--- src/rtl/mult_accum_ctrl_pkg.sv ---
// Shared types and constants for the nibble-serial 8x8 multiply-accumulate controller.
package mult_accum_ctrl_pkg;

  typedef enum logic [2:0] {
    ST_IDLE,
    ST_S0,
    ST_S1,
    ST_S2,
    ST_S3,
    ST_DONE
  } state_t;

  localparam logic [3:0] SHIFT_0 = 4'd0;
  localparam logic [3:0] SHIFT_4 = 4'd4;
  localparam logic [3:0] SHIFT_8 = 4'd8;

  // Zero-extend an 8-bit partial product to 16 bits and place it at its weight.
  function automatic logic [15:0] place_pp(input logic [7:0] pp, input logic [3:0] sh);
    return {8'h00, pp} << sh;
  endfunction

endpackage

--- src/rtl/mult_accum_ctrl_if.sv ---
// Request/result bundle between a requester and the multiply-accumulate controller.
interface mult_accum_ctrl_if;
  logic        start;
  logic [7:0]  dataa;
  logic [7:0]  datab;
  logic [15:0] product8x8_out;
  logic        done_flag;
  logic        busy;

  modport master (output start, dataa, datab, input product8x8_out, done_flag, busy);
  modport slave  (input start, dataa, datab, output product8x8_out, done_flag, busy);
endinterface

--- src/rtl/mult_accum_ctrl_mult_fsm.sv ---
// Sequencer: walks the four nibble partial products and decodes busy/done and datapath selects.
module mult_fsm
  import mult_accum_ctrl_pkg::*;
(
  input  logic       clk,
  input  logic       reset_a,
  input  logic       i_start,
  output logic       o_busy,
  output logic       o_done,
  output logic       o_load,
  output logic       o_acc_en,
  output logic       o_sel_a_hi,
  output logic       o_sel_b_hi,
  output logic [3:0] o_shift
);

  state_t r_state;
  state_t w_next;

  // NOTE: non-blocking assignment so every flop samples pre-edge values.
  always_ff @(posedge clk or negedge reset_a) begin
    if (!reset_a) r_state <= ST_IDLE;
    else          r_state <= w_next;
  end

  always_comb begin
    // NOTE: every output gets a default first, so no branch can infer a latch.
    w_next     = r_state;
    o_busy     = 1'b0;
    o_done     = 1'b0;
    o_load     = 1'b0;
    o_acc_en   = 1'b0;
    o_sel_a_hi = 1'b0;
    o_sel_b_hi = 1'b0;
    o_shift    = SHIFT_0;
    case (r_state)
      ST_IDLE: begin
        o_load = i_start;
        if (i_start) w_next = ST_S0;
      end
      ST_S0: begin
        o_busy   = 1'b1;
        o_acc_en = 1'b1;
        w_next   = ST_S1;
      end
      ST_S1: begin
        o_busy     = 1'b1;
        o_acc_en   = 1'b1;
        o_sel_a_hi = 1'b1;
        o_shift    = SHIFT_4;
        w_next     = ST_S2;
      end
      ST_S2: begin
        o_busy     = 1'b1;
        o_acc_en   = 1'b1;
        o_sel_b_hi = 1'b1;
        o_shift    = SHIFT_4;
        w_next     = ST_S3;
      end
      ST_S3: begin
        o_busy     = 1'b1;
        o_acc_en   = 1'b1;
        o_sel_a_hi = 1'b1;
        o_sel_b_hi = 1'b1;
        o_shift    = SHIFT_8;
        w_next     = ST_DONE;
      end
      ST_DONE: begin
        o_done = 1'b1;
        o_load = i_start;
        w_next = i_start ? ST_S0 : ST_IDLE;
      end
      default: w_next = ST_IDLE;
    endcase
  end

endmodule

--- src/rtl/mult_accum_ctrl.sv ---
// 8x8 unsigned multiplier built from four 4x4 partial products accumulated over four cycles.
module mult_accum_ctrl
  import mult_accum_ctrl_pkg::*;
(
  input  logic           clk,
  input  logic           reset_a,
  mult_accum_ctrl_if.slave bus
);

  logic [7:0]  r_a;
  logic [7:0]  r_b;
  logic [15:0] r_acc;

  logic        w_load;
  logic        w_acc_en;
  logic        w_sel_a_hi;
  logic        w_sel_b_hi;
  logic [3:0]  w_shift;
  logic        w_busy;
  logic        w_done;
  logic [3:0]  w_nib_a;
  logic [3:0]  w_nib_b;
  logic [7:0]  w_pp;
  logic [15:0] w_term;

  mult_fsm u_fsm (
    .clk        (clk),
    .reset_a    (reset_a),
    .i_start    (bus.start),
    .o_busy     (w_busy),
    .o_done     (w_done),
    .o_load     (w_load),
    .o_acc_en   (w_acc_en),
    .o_sel_a_hi (w_sel_a_hi),
    .o_sel_b_hi (w_sel_b_hi),
    .o_shift    (w_shift)
  );

  assign w_nib_a = w_sel_a_hi ? r_a[7:4] : r_a[3:0];
  assign w_nib_b = w_sel_b_hi ? r_b[7:4] : r_b[3:0];
  assign w_pp    = {4'h0, w_nib_a} * {4'h0, w_nib_b};
  assign w_term  = place_pp(w_pp, w_shift);

  // Operands are captured once at acceptance, so later input changes cannot leak in.
  always_ff @(posedge clk or negedge reset_a) begin
    if (!reset_a) begin
      r_a   <= '0;
      r_b   <= '0;
      r_acc <= '0;
    end else if (w_load) begin
      r_a   <= bus.dataa;
      r_b   <= bus.datab;
      r_acc <= '0;
    end else if (w_acc_en) begin
      r_acc <= r_acc + w_term;
    end
  end

  assign bus.product8x8_out = r_acc;
  assign bus.done_flag      = w_done;
  assign bus.busy           = w_busy;

endmodule

--- src/flat_wrapper.sv ---
// flat-port wrapper written by rule: the top's interface ports become plain ports
module mult_accum_ctrl_flat import mult_accum_ctrl_pkg::*;
  (clk, reset_a, bus_start, bus_dataa, bus_datab, bus_product8x8_out, bus_done_flag, bus_busy);
  mult_accum_ctrl_if bus_i ();
  input  logic clk;
  input  logic reset_a;
  input wire logic [$bits(bus_i.start)-1:0] bus_start;
  input wire logic [$bits(bus_i.dataa)-1:0] bus_dataa;
  input wire logic [$bits(bus_i.datab)-1:0] bus_datab;
  output wire logic [$bits(bus_i.product8x8_out)-1:0] bus_product8x8_out;
  output wire logic [$bits(bus_i.done_flag)-1:0] bus_done_flag;
  output wire logic [$bits(bus_i.busy)-1:0] bus_busy;
  assign bus_i.start = bus_start;
  assign bus_i.dataa = bus_dataa;
  assign bus_i.datab = bus_datab;
  assign bus_product8x8_out = bus_i.product8x8_out;
  assign bus_done_flag = bus_i.done_flag;
  assign bus_busy = bus_i.busy;
  mult_accum_ctrl u_core (.clk(clk), .reset_a(reset_a), .bus(bus_i));
endmodule
--- config.mk ---
export PLATFORM = sky130hd
export DESIGN_NAME = mult_accum_ctrl_flat
export DESIGN_NICKNAME = d
export VERILOG_FILES = /design/src/rtl/mult_accum_ctrl_pkg.sv /design/src/rtl/mult_accum_ctrl_if.sv /design/src/rtl/mult_accum_ctrl_mult_fsm.sv /design/src/rtl/mult_accum_ctrl.sv /design/src/flat_wrapper.sv
export SDC_FILE = /design/constraint.sdc
export NUM_CORES = 1
export LEC_CHECK = 0
export ABC_AREA = 1
export BUFFER_PORTS_ARGS = -buffer_cell sky130_fd_sc_hd__buf_2
export CAP_MARGIN = 10
export CORE_MARGIN = 1.5
export CORE_UTILIZATION = 55
export CTS_BUF_LIST = sky130_fd_sc_hd__clkbuf_8
export CTS_CLUSTER_DIAMETER = 50
export DETAILED_ROUTE_END_ITERATION = 16
export PLACE_DENSITY = 0.87
export SLEW_MARGIN = 10
export SYNTH_ARGS = -nofsm -noshare
export SYNTH_HDL_FRONTEND = slang
export SYNTH_HIERARCHICAL = 1
export SYNTH_SLANG_ARGS = --single-unit
export TNS_END_PERCENT = 5
--- constraint.sdc ---
create_clock -name clk -period 10.6 [get_ports clk]
set_input_delay 0 -clock clk [delete_from_list [all_inputs] [get_ports clk]]
set_output_delay 0 -clock clk [all_outputs]
set_load 0.005 [all_outputs]
## Word level (Yosys, flattened, before mapping)

Index checks and enable logic that the tools add are counted.
W data, S select, Z words.

- Add/sub/neg operators: 1
- Multipliers: 1
- Div/mod/pow operators: 0
- Magnitude comparators: 0
- Equal/unequal tests: 6
- Shift operators: 1
- Multiplexer cells: 13
- Bitwise operators: 0
- Reductions and logical operators: 7

Operators with widths:

| operator | number |
|---|---|
| $mux W16 | 2 |
| $pmux W3 S6 | 1 |
| $add A16 B16 Y16 | 1 |
| $shl A8 B4 Y16 | 1 |
| $mul A4 B4 Y8 | 1 |
| $mux W4 | 2 |
| $pmux W4 S2 | 1 |
| $reduce_or A2 Y1 | 4 |
| $eq A3 B2 Y1 const B | 2 |
| $eq A3 B3 Y1 const B | 2 |
| $mux W1 | 6 |
| $reduce_or A4 Y1 | 1 |
| $eq A3 B1 Y1 const B | 1 |
| $logic_not A3 Y1 | 1 |
| $mux W3 | 1 |
| $ne A2 B2 Y1 const B | 1 |
| $reduce_bool A2 Y1 | 1 |

- Bits in registers: 35
- Latch bits: 0
- Memory bits (writable): 0
- Bits in read-only memories: 0
- Input port bits: 19
- Output and inout bits: 18
- Word-level logic and storage cells: 33
- Memories kept: 0

## Longest topological paths before layout

Gate-level depths: netlist of run 1.

- Depth after elaboration: 9
- Gate-level depth with buffers: 34
- Depth with buffers taken out: 34

## Modules after synthesis

The synthesis of run 1 kept the hierarchy.

By module, submodules not included:

| module | times used | cells each | area each (um2) | seq. area each (um2) |
|---|---|---|---|---|
| mult_accum_ctrl | 1 | 402 | 2841.5 | 800.8 |
| mult_fsm | 1 | 34 | 219.0 | 75.1 |

## Worst setup path before layout of run 1

OpenSTA, ideal clock, no wires.

- Kind: flip-flop to flip-flop
- Start point: reg u_core.u_fsm.r_state[2]
- End point: reg u_core.r_acc[13], in the netlist u_core/bus.product8x8_out[13]
- Setup time: 117 ps
- Arrival time: 5270 ps
- Data required time: 10483 ps
- Path slack: 5212 ps
- Cell stages (with the launch flop): 30
- Path buffers: 0
- Clock period less this slack: 5388 ps
- Path through: dfrtp_1 > nor2_2 > inv_2 > o21ai_1 > o21ai_0 > or2_2 > fa_1 > inv_1 > fa_1 > inv_1 > fa_1 > inv_1 > nand3_1 > nand3_1 > nand2_1 > nor2_1 > a31oi_1 > nand2_1 > nand2_1 > o21ai_0 > nor2_1 > ha_1 > a21oi_1 > o21ai_0 > nand2_1 > nand4_2 > a31o_1 > or2_1 > nand3_1 > nand2_1

- Elaborated cells between the ends (all ways): 24
- Classes of those cells: add/sub (1); mul (1); eq/ne (5); shift (1); mux (9); reduce/logical (7)

RTL lines:

| item | line | text |
|---|---|---|
| start: declaration | mult_accum_ctrl_mult_fsm.sv:17 | `state_t r_state;` |
| start signal: assignment | mult_accum_ctrl_mult_fsm.sv:23 | `else r_state <= w_next;` |
| $eq A3 B2 Y1 | mult_accum_ctrl_mult_fsm.sv:36 | `case (r_state)` |
| $reduce_or A2 Y1 (no line) | - |  |
| $pmux W4 S2 (*) | mult_accum_ctrl_mult_fsm.sv:36 |  |
| net u_core.w_shift[2] | mult_accum_ctrl.sv:18 | `logic [3:0] w_shift;` |
| $shl A8 B4 Y16 (*) | mult_accum_ctrl_pkg.sv:19 | `return {8'h00, pp} << sh;` |
| $add A16 B16 Y16 (*) | mult_accum_ctrl.sv:55 | `r_acc <= r_acc + w_term;` |
| $mux W16 (*) | mult_accum_ctrl.sv:54 | `end else if (w_acc_en) begin` |
| $mux W16 (*) | mult_accum_ctrl.sv:50 | `end else if (w_load) begin` |
| end signal: assignment | mult_accum_ctrl.sv:55 |  |
| end: declaration | mult_accum_ctrl.sv:12 | `logic [15:0] r_acc;` |

The timed path passes the listed nets; every way through them passes the cells marked *. The select of a mux whose other input is x is not followed.
A chain may end at the register's enable or synchronous reset.

## Final worst setup path of run 1

Same ends and word-level chain as after synthesis.

==> results of run 1 <==
-- metrics by stage --
step                      instances  hold slack, ns
after global placement          531           0.126
after detailed placement        531           0.128
after global routing            557           0.415
final                           557           0.321
after floorplan                 437          -0.296
after CTS                       557           0.344
-- worst paths after layout --
kind | end | cells past startpoint
worst min register to register | u_core/r_a[3] | 2
worst max register to register | u_core/bus.product8x8_out[13] | 29
worst max-delay path | u_core/bus.product8x8_out[13] | 29
min in group clk | u_core/r_b[1] | 4
worst min-delay path | u_core/r_b[4] | 2
max in group asynchronous | u_core/bus.product8x8_out[8] | 2
-- final cells by class --
class / count / area [sq um]
Inverter: 53 / 199
Sequential cell: 35 / 876
Timing Repair Buffer: 54 / 360
Fill cell: 436 / 1700
Clock inverter: 3 / 25.0
Tap cell: 70 / 87.6
Multi-Input combinational cell: 337 / 1920
Clock buffer: 5 / 68.8
-- registers in the layout, summed over array words and instances, names as in the netlist --
register	count
u_core/bus.product8x8_out	16
u_core/r_b	8
u_core/r_a	8
u_core/u_fsm/r_state	3
-- cell families after synthesis --
group	count (synthesis)	synth area share [%]
compound gates	78	15.7
xor+xnor	7	2.00
fa+ha+maj	32	14.3
buf+inv	65	8.79
flops	35	28.6
mux	1	0.327
other cells	1	0.123
simple gates	217	30.1
-- layout by cell type, fill, tap and decap left out, types with 2 or more instances in the layout --
master | Yosys | layout
o22ai_1 | 3 | 3
nor3_1 | 5 | 5
or2_1 | 4 | 4
dlygate4sd3_1 | 0 | 18
xor2_1 | 6 | 6
clkinv_4 | 0 | 2
a21oi_1 | 18 | 18
conb_1 | 1 | 2
a21o_1 | 3 | 3
inv_1 | 43 | 43
o21ai_2 | 4 | 4
a22o_1 | 2 | 2
ha_1 | 27 | 27
clkbuf_8 | 0 | 5
nand3_1 | 33 | 33
a32o_1 | 2 | 2
o211ai_1 | 3 | 3
inv_2 | 9 | 9
fa_1 | 5 | 5
o21ai_0 | 31 | 31
or2_2 | 3 | 3
buf_2 | 1 | 36
dfrtp_1 | 35 | 35
o21ai_1 | 4 | 4
nand2_2 | 3 | 3
nand2_1 | 125 | 125
nor2_2 | 4 | 4
nor2_1 | 36 | 36
-- per-layer routing --
layer  up-vias  global-route usage (%)  wire length [microns]
met5         -                       0                      0
met4         0                    10.2                    151
met3        18                    4.82                    609
met2       134                    46.0                   3680
met1      1482                    38.2                   3450
li1       1529                       -                      -
-- repair_timing --
item                      4_1_cts  5_1_grt
hold buffers                   18        0
setup buffers                   0        0
hold endpoints to repair       52        0
==> results.toml, run 1 <==
[sta]
worst_pin_slew_ns = 0.881
fin_crit_sh_pct = 59.5
final_hold_viol_count = 0
max_freq_ghz = 0.159
final_max_slew_viol_count = 0
setup_viol = 0
worst_slack_ns = 4.30
layout_min_cycle_time_ns = 6.30
slew_headroom_pct = 41.1
fin_setup_tns_ns = 0
rsz0062_at_grt = "no"
fin_worst_skew_ns = 0.00629

[clock_network]
clk_path_buf_depth = 2
cts_sinks = 35
cts.repair.resized = 0
tritoncts = "done"
clockRootBuffer = "clkbuf_8"
clock_latency_ns = 0.30
htreeDepth = 2
cts.reportedPaths.clkPinSlew_ns = 0.08
cts_buffers = 5

[synthesis]
synth_top_cell_by_area = "dfrtp_1"
ys_seq_area_share_pct = 28.6
synthTopCellsByArea = "dfrtp_1 29%, nand2_1 15%, ha_1 11%, nand3_1 5.4%, inv_1 5.3%"
synth_top_cell_area_share_pct = 28.6
yosysWarnings = 6
syn-cell-area_sq_um = 3060
synthCells = 436
synth-seq-cells = 35
synth_common_cells = "125 x nand2_1, 43 x inv_1, 36 x nor2_1, 35 x dfrtp_1, 33 x nand3_1"
async_flop_share_pct = 100
ys_types = 45
syn_area_per_cell_sq_um = 7.02
post-synth-top-count-cell = "nand2_1"
synth_edf_count = 0
synthFlopType = "dfrtp_1"

[layout]
utilization_pct = 67.5
stdcell_area_sq_um = 3540
drive_gt1_share_pct = 15.0
fin_nets = 537
area_delta_synth_final_pct = 15.5
antennaDiodeCount = 0

[floorplanning]
dieArea_sq_um = 6020
ios = 37
initial_core_util_pct = 58.4
core_area_sq_um = 5240
rows = 26
dieHeight_microns = 77.6
dieWidth_microns = 77.6

[routing]
routed_via_density = 5.68
wl_mm = 7.89
drtAntennaViolNets = 0
drtPass1Iterations = 5
dr.first_iter.drc_count = 287
drcViolationCount = 0
vias = 3163
drt-wirelength-per-cell_microns = 14.2

[placement]
portBuffers = 36
placed_cell_area_sq_um = 3260
hpwl_mm = 5.55
dpl_worst_slack_ns = 4.58
gp_congestion = 0.906

[global_route]
grt_pass1_vias = 3054
grt_use_total_pct = 28.4
grt_remaining_overflow = 0
antenna_found_initial = 0
grt_max_degree = 36
grt_pass1_wl_mm = 13.8

[worst_setup_path]
crit_family = "simple AND/OR/NAND/NOR gates"
crit_type = "flip-flop to flip-flop"
cp_data_required_time_ns = 10.79
cp.arrival_ns = 6.49
endpoint_kind = "flip-flop"
crit_path_start = "u_core/u_fsm/r_state[2]"
cp_num_buf_inv = 4
path_max_fanout = 10
r2r_slack_ns = 4.30
slowest_delay_ns = 0.56
cp-start-kind = "flip-flop"
reg2reg_from = "u_core/u_fsm/r_state[2]"
critPathSlowestCell = "fa_1"
crit_top_cell = "nand2_1"

[run_status]
outcome = "complete, no violations"

[worst_hold_path]
hold_class = "input pin to async pin"

[run]
drv_cap = 0
Power of run 1 is not shown: default switching activity piles up to over one toggle a cycle in this logic, so the estimate is an artifact.
==> inputs of run 2 (changes only) <==
--- a/config.mk
+++ b/config.mk
@@ -13,7 +13,7 @@
 export CTS_BUF_LIST = sky130_fd_sc_hd__clkbuf_8
 export CTS_CLUSTER_DIAMETER = 50
 export DETAILED_ROUTE_END_ITERATION = 16
-export PLACE_DENSITY = 0.87
+export PLACE_DENSITY = 0.9
 export SLEW_MARGIN = 10
 export SYNTH_ARGS = -nofsm -noshare
 export SYNTH_HDL_FRONTEND = slang
==> constraint.sdc (replaced) <==
create_clock -name clk -period 5.7 [get_ports clk]
set_input_delay 0 -clock clk [delete_from_list [all_inputs] [get_ports clk]]
set_output_delay 0 -clock clk [all_outputs]
set_load 0.005 [all_outputs]
==> run 2 against run 1 <==
Net effect: die area unchanged; flip-flop and latch count is the same; clock-buffer cell count is the same; fmax is 13% higher; register-to-register slack lost 4.2 ns; worst hold slack improved by 0.0070 ns; largest cell class unchanged.
==> results.toml, run 2 (synthesis results as in run 1) <==
[sta]
setup_viol = 0
max_freq_ghz = 0.180
fin_worst_skew_ns = 0.00779
holdWs_ns = 0.328
final_max_slew_viol_count = 0
layout_min_cycle_time_ns = 5.56
worst_pin_slew_ns = 0.869
fin_crit_sh_pct = 97.6
worst_slack_ns = 0.138
slew_headroom_pct = 41.9
final_hold_viol_count = 0

[placement]
dpl_worst_slack_ns = 0.0398
portBuffers = 36
dp.cells = 534
gp_congestion = 0.947
hpwl_mm = 5.39

[clock_network]
clk_path_buf_depth = 2
tritoncts = "done"
clockRootBuffer = "clkbuf_8"
clock_latency_ns = 0.29
htreeDepth = 2
cts.reportedPaths.clkPinSlew_ns = 0.08
cts_buffers = 5
cts_sinks = 35

[floorplanning]
rows = 26
dieHeight_microns = 77.6
dieArea_sq_um = 6020
core_area_sq_um = 5240
initial_core_util_pct = 58.4
dieWidth_microns = 77.6
ios = 37

[layout]
drive_gt1_share_pct = 19.7
final_cell_mix = "120 x nand2_1, 43 x inv_1, 36 x buf_2"
area_delta_synth_final_pct = 20.2
final_common_cell = "nand2_1"
antennaDiodeCount = 0
largest_register_ffs = 16
fin_nets = 547
instances_no_fill = 567

[routing]
drt-wirelength-per-cell_microns = 15.1
drtPass1Iterations = 8
drcViolationCount = 0
dr.first_iter.drc_count = 432
wl_mm = 8.54
vias = 3329
routed_via_density = 5.87
drtAntennaViolNets = 0

[global_route]
grt_max_degree = 36
grt_pass1_vias = 3056
grt_pass1_wl_mm = 13.6
grt_use_total_pct = 27.8
antenna_found_initial = 0
grt_remaining_overflow = 0

[worst_setup_path]
r2r_slack_ns = 0.14
cp_data_required_time_ns = 5.88
r2r.worst_path.cells = 32
crit_type = "flip-flop to flip-flop"
r2r-end = "u_core/bus.product8x8_out[11]"
reg2reg_from = "u_core/u_fsm/r_state[1]"
endpoint_kind = "flip-flop"
path_max_fanout = 6
crit_top_cell = "nand2_1"
cp.arrival_ns = 5.74
critPathSlowestCell = "fa_1"
cp-start-kind = "flip-flop"
slowest_delay_ns = 0.54

[worst_hold_path]
hold_class = "input pin to async pin"

[run]
drv_cap = 0

[run_status]
outcome = "complete, no violations"
==> run 2: per-layer routing <==
| layer | routed length, microns | share of wire [%] | GRT usage, % | up-vias |
|---|---|---|---|---|
| met1 | 3410 | 40 | 35.9 | 1522 |
| met5 | 0 | 0 | 0 | - |
| met2 | 4160 | 49 | 45.0 | 218 |
| met4 | 335 | 3.9 | 11.8 | 0 |
| met3 | 629 | 7.4 | 5.65 | 48 |
| li1 | - | - | - | 1541 |
==> run 2: worst max path at each step <==
stage / to / from / slack, ns / cells past startpoint
floorplan: u_core/bus.product8x8_out[13] / u_core/u_fsm/r_state[2] / 0.31 / 29
global placement: u_core/bus.product8x8_out[13] / u_core/u_fsm/r_state[0] / 0.27 / 31
detailed placement: u_core/bus.product8x8_out[13] / u_core/u_fsm/r_state[0] / 0.04 / 30
CTS: u_core/bus.product8x8_out[13] / u_core/u_fsm/r_state[2] / 0.005 / 29
global route: u_core/bus.product8x8_out[13] / u_core/u_fsm/r_state[1] / -0.17 / 33
finish: u_core/bus.product8x8_out[11] / u_core/u_fsm/r_state[1] / 0.14 / 32
==> run 2: worst max-delay path, delay by kind of cell, from the launching register on <==
family,cells,cell delay [ns]
fa+ha+maj,4,1.80
flops,1,0.42
simple gates,18,1.95
compound gates,4,0.79
buf+inv,6,0.48
==> run 2: cell type report <==
type                    count  area [sq um]
multi-input cells         337          1990
clock inverters             3          16.3
clock buffers               5          68.8
repair buffers             64           435
fillers                   358          1560
inverters                  53           199
well taps                  70          87.6
flip-flops and latches     35           880
==> run 2: repair_timing <==
action,in CTS,in global routing
setup buffers,0,7
hold endpoints to repair,52,0
resized for setup,0,28
setup endpoints to repair,0,10
hold buffers,18,0
==> run 2: through the flow <==
stage	TNS, ns	cell area, sq um	util (%)
6_report	0	3680	70.2
3_5_place_dp	0	3280	62.7
3_3_place_gp	0	3280	62.7
4_1_cts	0	3550	67.8
5_1_grt	-0.515	3680	70.2
2_1_floorplan	0	3060	-
Power of run 2 is left out for the same reason.
==> inputs of run 3 (changes only) <==
--- a/config.mk
+++ b/config.mk
@@ -9,14 +9,13 @@
 export BUFFER_PORTS_ARGS = -buffer_cell sky130_fd_sc_hd__buf_2
 export CAP_MARGIN = 10
 export CORE_MARGIN = 1.5
-export CORE_UTILIZATION = 55
+export CORE_UTILIZATION = 54
 export CTS_BUF_LIST = sky130_fd_sc_hd__clkbuf_8
 export CTS_CLUSTER_DIAMETER = 50
 export DETAILED_ROUTE_END_ITERATION = 16
-export PLACE_DENSITY = 0.9
+export PLACE_DENSITY = 0.89
 export SLEW_MARGIN = 10
 export SYNTH_ARGS = -nofsm -noshare
 export SYNTH_HDL_FRONTEND = slang
-export SYNTH_HIERARCHICAL = 1
 export SYNTH_SLANG_ARGS = --single-unit
 export TNS_END_PERCENT = 5
==> run 3 against run 2 <==
Net effect: fmax increased by 6.1%; final area is 9.6% lower; clock skew is 0.0013 ns lower; via count shrank 17%; die area fell by 6.2%; flip-flop and latch count unchanged; critical path depth shrank 9; non-clock buffer count down 11; worst hold slack got worse by 0.26 ns; first-iteration DRC count is 54% lower; utilization is 4.7 points lower; sequential share of layout area increased by 2.4 points; largest cell class unchanged.
==> results.toml, run 3 <==
[run_status]
outcome = "complete, no violations"

[synthesis]
synth_common_cells = "115 x nand2_1, 42 x inv_1, 35 x dfrtp_1, 33 x o21ai_0, 32 x nor2_1"
ys_seq_area_share_pct = 31.1
synth_top_family_by_area = "simple AND/OR/NAND/NOR gates"
ys_types = 37
synthFlopType = "dfrtp_1"
syn_nets = 437
synthXorXnorAreaFrac_pct = 1.87
syn_area_per_cell_sq_um = 7.29
synthTopCellsByArea = "dfrtp_1 31%, nand2_1 15%, ha_1 12%, o21ai_0 5.9%, inv_1 5.6%"
post-synth-top-count-cell = "nand2_1"
synth_top_cell_area_share_pct = 31.1
synth-compound-area-share_pct = 15.8
synthCells = 386
synth_fa_ha_area_share_pct = 15.6
syn-cell-area_sq_um = 2810
async_flop_share_pct = 100
yosysWarnings = 0
synth.area.mux_share_pct = 0.356
synth-simple-area-share_pct = 27.1
synth_edf_count = 0
synth-seq-cells = 35
synth_top_cell_by_area = "dfrtp_1"

[worst_hold_path]
hp-start = "bus_start"
hold_path_end = "u_core.u_fsm.r_state[0]"
holdPathStages = 5
hold_class = "input pin to flip-flop"

[placement]
hpwl_mm = 4.98
portBuffers = 36
gp_congestion = 0.901

[worst_setup_path]
r2r-end = "u_core.bus.product8x8_out[15]"
crit_type = "flip-flop to flip-flop"
critPathSlowestCell = "fa_1"
slowest_delay_ns = 0.57
reg2reg_from = "u_core.u_fsm.r_state[2]"
cp_data_required_time_ns = 5.89
cp.arrival_ns = 5.43
path_max_fanout = 13
cp-start-kind = "flip-flop"
r2r_slack_ns = 0.46
crit_top_cell = "nand2_1"
r2r.worst_path.cells = 23
endpoint_kind = "flip-flop"
crit_family = "adder cells"
cp_num_buf_inv = 3
crit_path_cell_trace = "nor2_4 -> inv_2 -> nand2_1 -> nand2_1 -> o21ai_1 -> nand2_1 -> fa_1 -> inv_1 -> fa_1 -> inv_1 -> fa_1 -> o21ai_0 -> xnor2_1 -> nand2_1 -> o21ai_0 -> nor2_1 -> ha_1 -> a21oi_1 -> nand3_1 -> a21oi_1 -> nand3_1 -> nand3_1 -> nand2_1"

[routing]
drtPass1Iterations = 5
met1_length_mm = 2.82
drtAntennaViolNets = 0
wl_mm = 6.78
routed_via_density = 5.38
vias = 2751
dr_wl_met2_mm = 3.41
drcViolationCount = 0
met3WireLength_microns = 373
drt-wirelength-per-cell_microns = 13.3
dr.first_iter.drc_count = 197
routed.top_layer = "met4"

[layout]
area_delta_synth_final_pct = 18.2
final_cell_mix = "115 x nand2_1, 42 x inv_1, 36 x buf_2"
fillers = 439
final_common_cell = "nand2_1"
antennaDiodeCount = 0
largest_register_ffs = 16
drive_gt1_share_pct = 13.2
fin_nets = 491

[sta]
fin_worst_skew_ns = 0.00645
setup_viol = 0
final_max_slew_viol_count = 0
max_freq_ghz = 0.191
fin_setup_tns_ns = 0
worst_pin_slew_ns = 0.751
fin_crit_sh_pct = 92.0
rsz0062_at_grt = "no"
layout_min_cycle_time_ns = 5.24
final_hold_viol_count = 0
slew_headroom_pct = 49.9

[clock_network]
cts_sinks = 35
tritoncts = "done"
clk_path_buf_depth = 2
cts.reportedPaths.clkPinSlew_ns = 0.07
clock_latency_ns = 0.30
htreeDepth = 2
cts_buffers = 5
clockRootBuffer = "clkbuf_8"
post_cts_buffers = 0

[global_route]
antenna_found_initial = 0
grt_remaining_overflow = 0
grt_pass1_wl_mm = 11.3
grt_max_degree = 36
grt_use_total_pct = 26.6
grt_pass1_vias = 2628

[floorplanning]
dieWidth_microns = 75.2
core_area_sq_um = 5070
dieHeight_microns = 75.2
initial_core_util_pct = 55.4
rows = 26
dieArea_sq_um = 5650
ios = 37

[run]
drv_cap = 0
-- run 3: how the worst max path moves through the flow --
stage | end | slack, ns | start | cells past startpoint
final | u_core.bus.product8x8_out[15] | 0.46 | u_core.u_fsm.r_state[2] | 23
after global routing | u_core.bus.product8x8_out[15] | 0.02 | u_core.u_fsm.r_state[2] | 25
after CTS | u_core.bus.product8x8_out[15] | 0.51 | u_core.u_fsm.r_state[2] | 23
after detailed placement | u_core.bus.product8x8_out[15] | 0.54 | u_core.u_fsm.r_state[2] | 23
after global placement | u_core.bus.product8x8_out[15] | 0.71 | u_core.u_fsm.r_state[2] | 23
after floorplan | u_core.bus.product8x8_out[9] | 1.23 | u_core.u_fsm.r_state[2] | 24
-- run 3: layout make-up --
| class | instances | area, sq um | area share [%] |
|---|---|---|---|
| Tap cell | 70 | 87.6 | 2.63 |
| Timing Repair Buffer | 53 | 350 | 10.5 |
| Inverter | 48 | 185 | 5.57 |
| Sequential cell | 35 | 876 | 26.3 |
| Clock inverter | 2 | 35.0 | 1.05 |
| Multi-Input combinational cell | 297 | 1710 | 51.4 |
| Clock buffer | 6 | 82.6 | 2.48 |
-- run 3: per-layer routing --
layer / up-vias / GRT usage, %
li1: 1379 / -
met1: 1249 / 31.5
met2: 101 / 48.7
met3: 22 / 4.69
met4: 0 / 8.73
met5: - / 0
-- run 3: through the flow --
stage	utilization, %	cells	worst slack, ns	hold WS [ns]	area (sq um)
2_1_floorplan	-	386	1.23	-0.296	2810
3_3_place_gp	59.8	486	0.710	0.105	3040
3_5_place_dp	59.8	486	0.539	0.110	3040
4_1_cts	65.5	511	0.515	0.0569	3320
5_1_grt	65.5	511	0.0181	0.105	3320
6_report	65.5	511	0.458	0.0704	3320
-- run 3: cell families (layout without fill, tap and decap cells) --
kind of cell	after synthesis	after routing
muxes	1	1
DFF	35	35
adders and majority gates	32	32
xor gates and xnor gates	6	6
buffers and inverters	54	109
and+or+nand+nor	180	180
AOI/OAI and AO/OA	78	78
-- run 3: worst reg2reg max path, stage by stage, from the launching register on --
cell and delay, ns:
dfrtp_1 0.44, nor2_4 0.28, inv_2 0.12, nand2_1 0.08
nand2_1 0.16, o21ai_1 0.26, nand2_1 0.12, fa_1 0.54
inv_1 0.05, fa_1 0.57, inv_1 0.07, fa_1 0.46
o21ai_0 0.23, xnor2_1 0.18, nand2_1 0.07, o21ai_0 0.12
nor2_1 0.09, ha_1 0.34, a21oi_1 0.20, nand3_1 0.19
a21oi_1 0.31, nand3_1 0.12, nand3_1 0.09, nand2_1 0.05
-- run 3: repair_timing --
| item | 4_1_cts | 5_1_grt |
|---|---|---|
| hold buffers | 17 | 0 |
| gates resized for setup | 0 | 2 |
| endpoints found under the setup margin | 0 | 1 |
| endpoints found under the hold margin | 51 | 0 |
Power of run 3 is left out for the same reason.
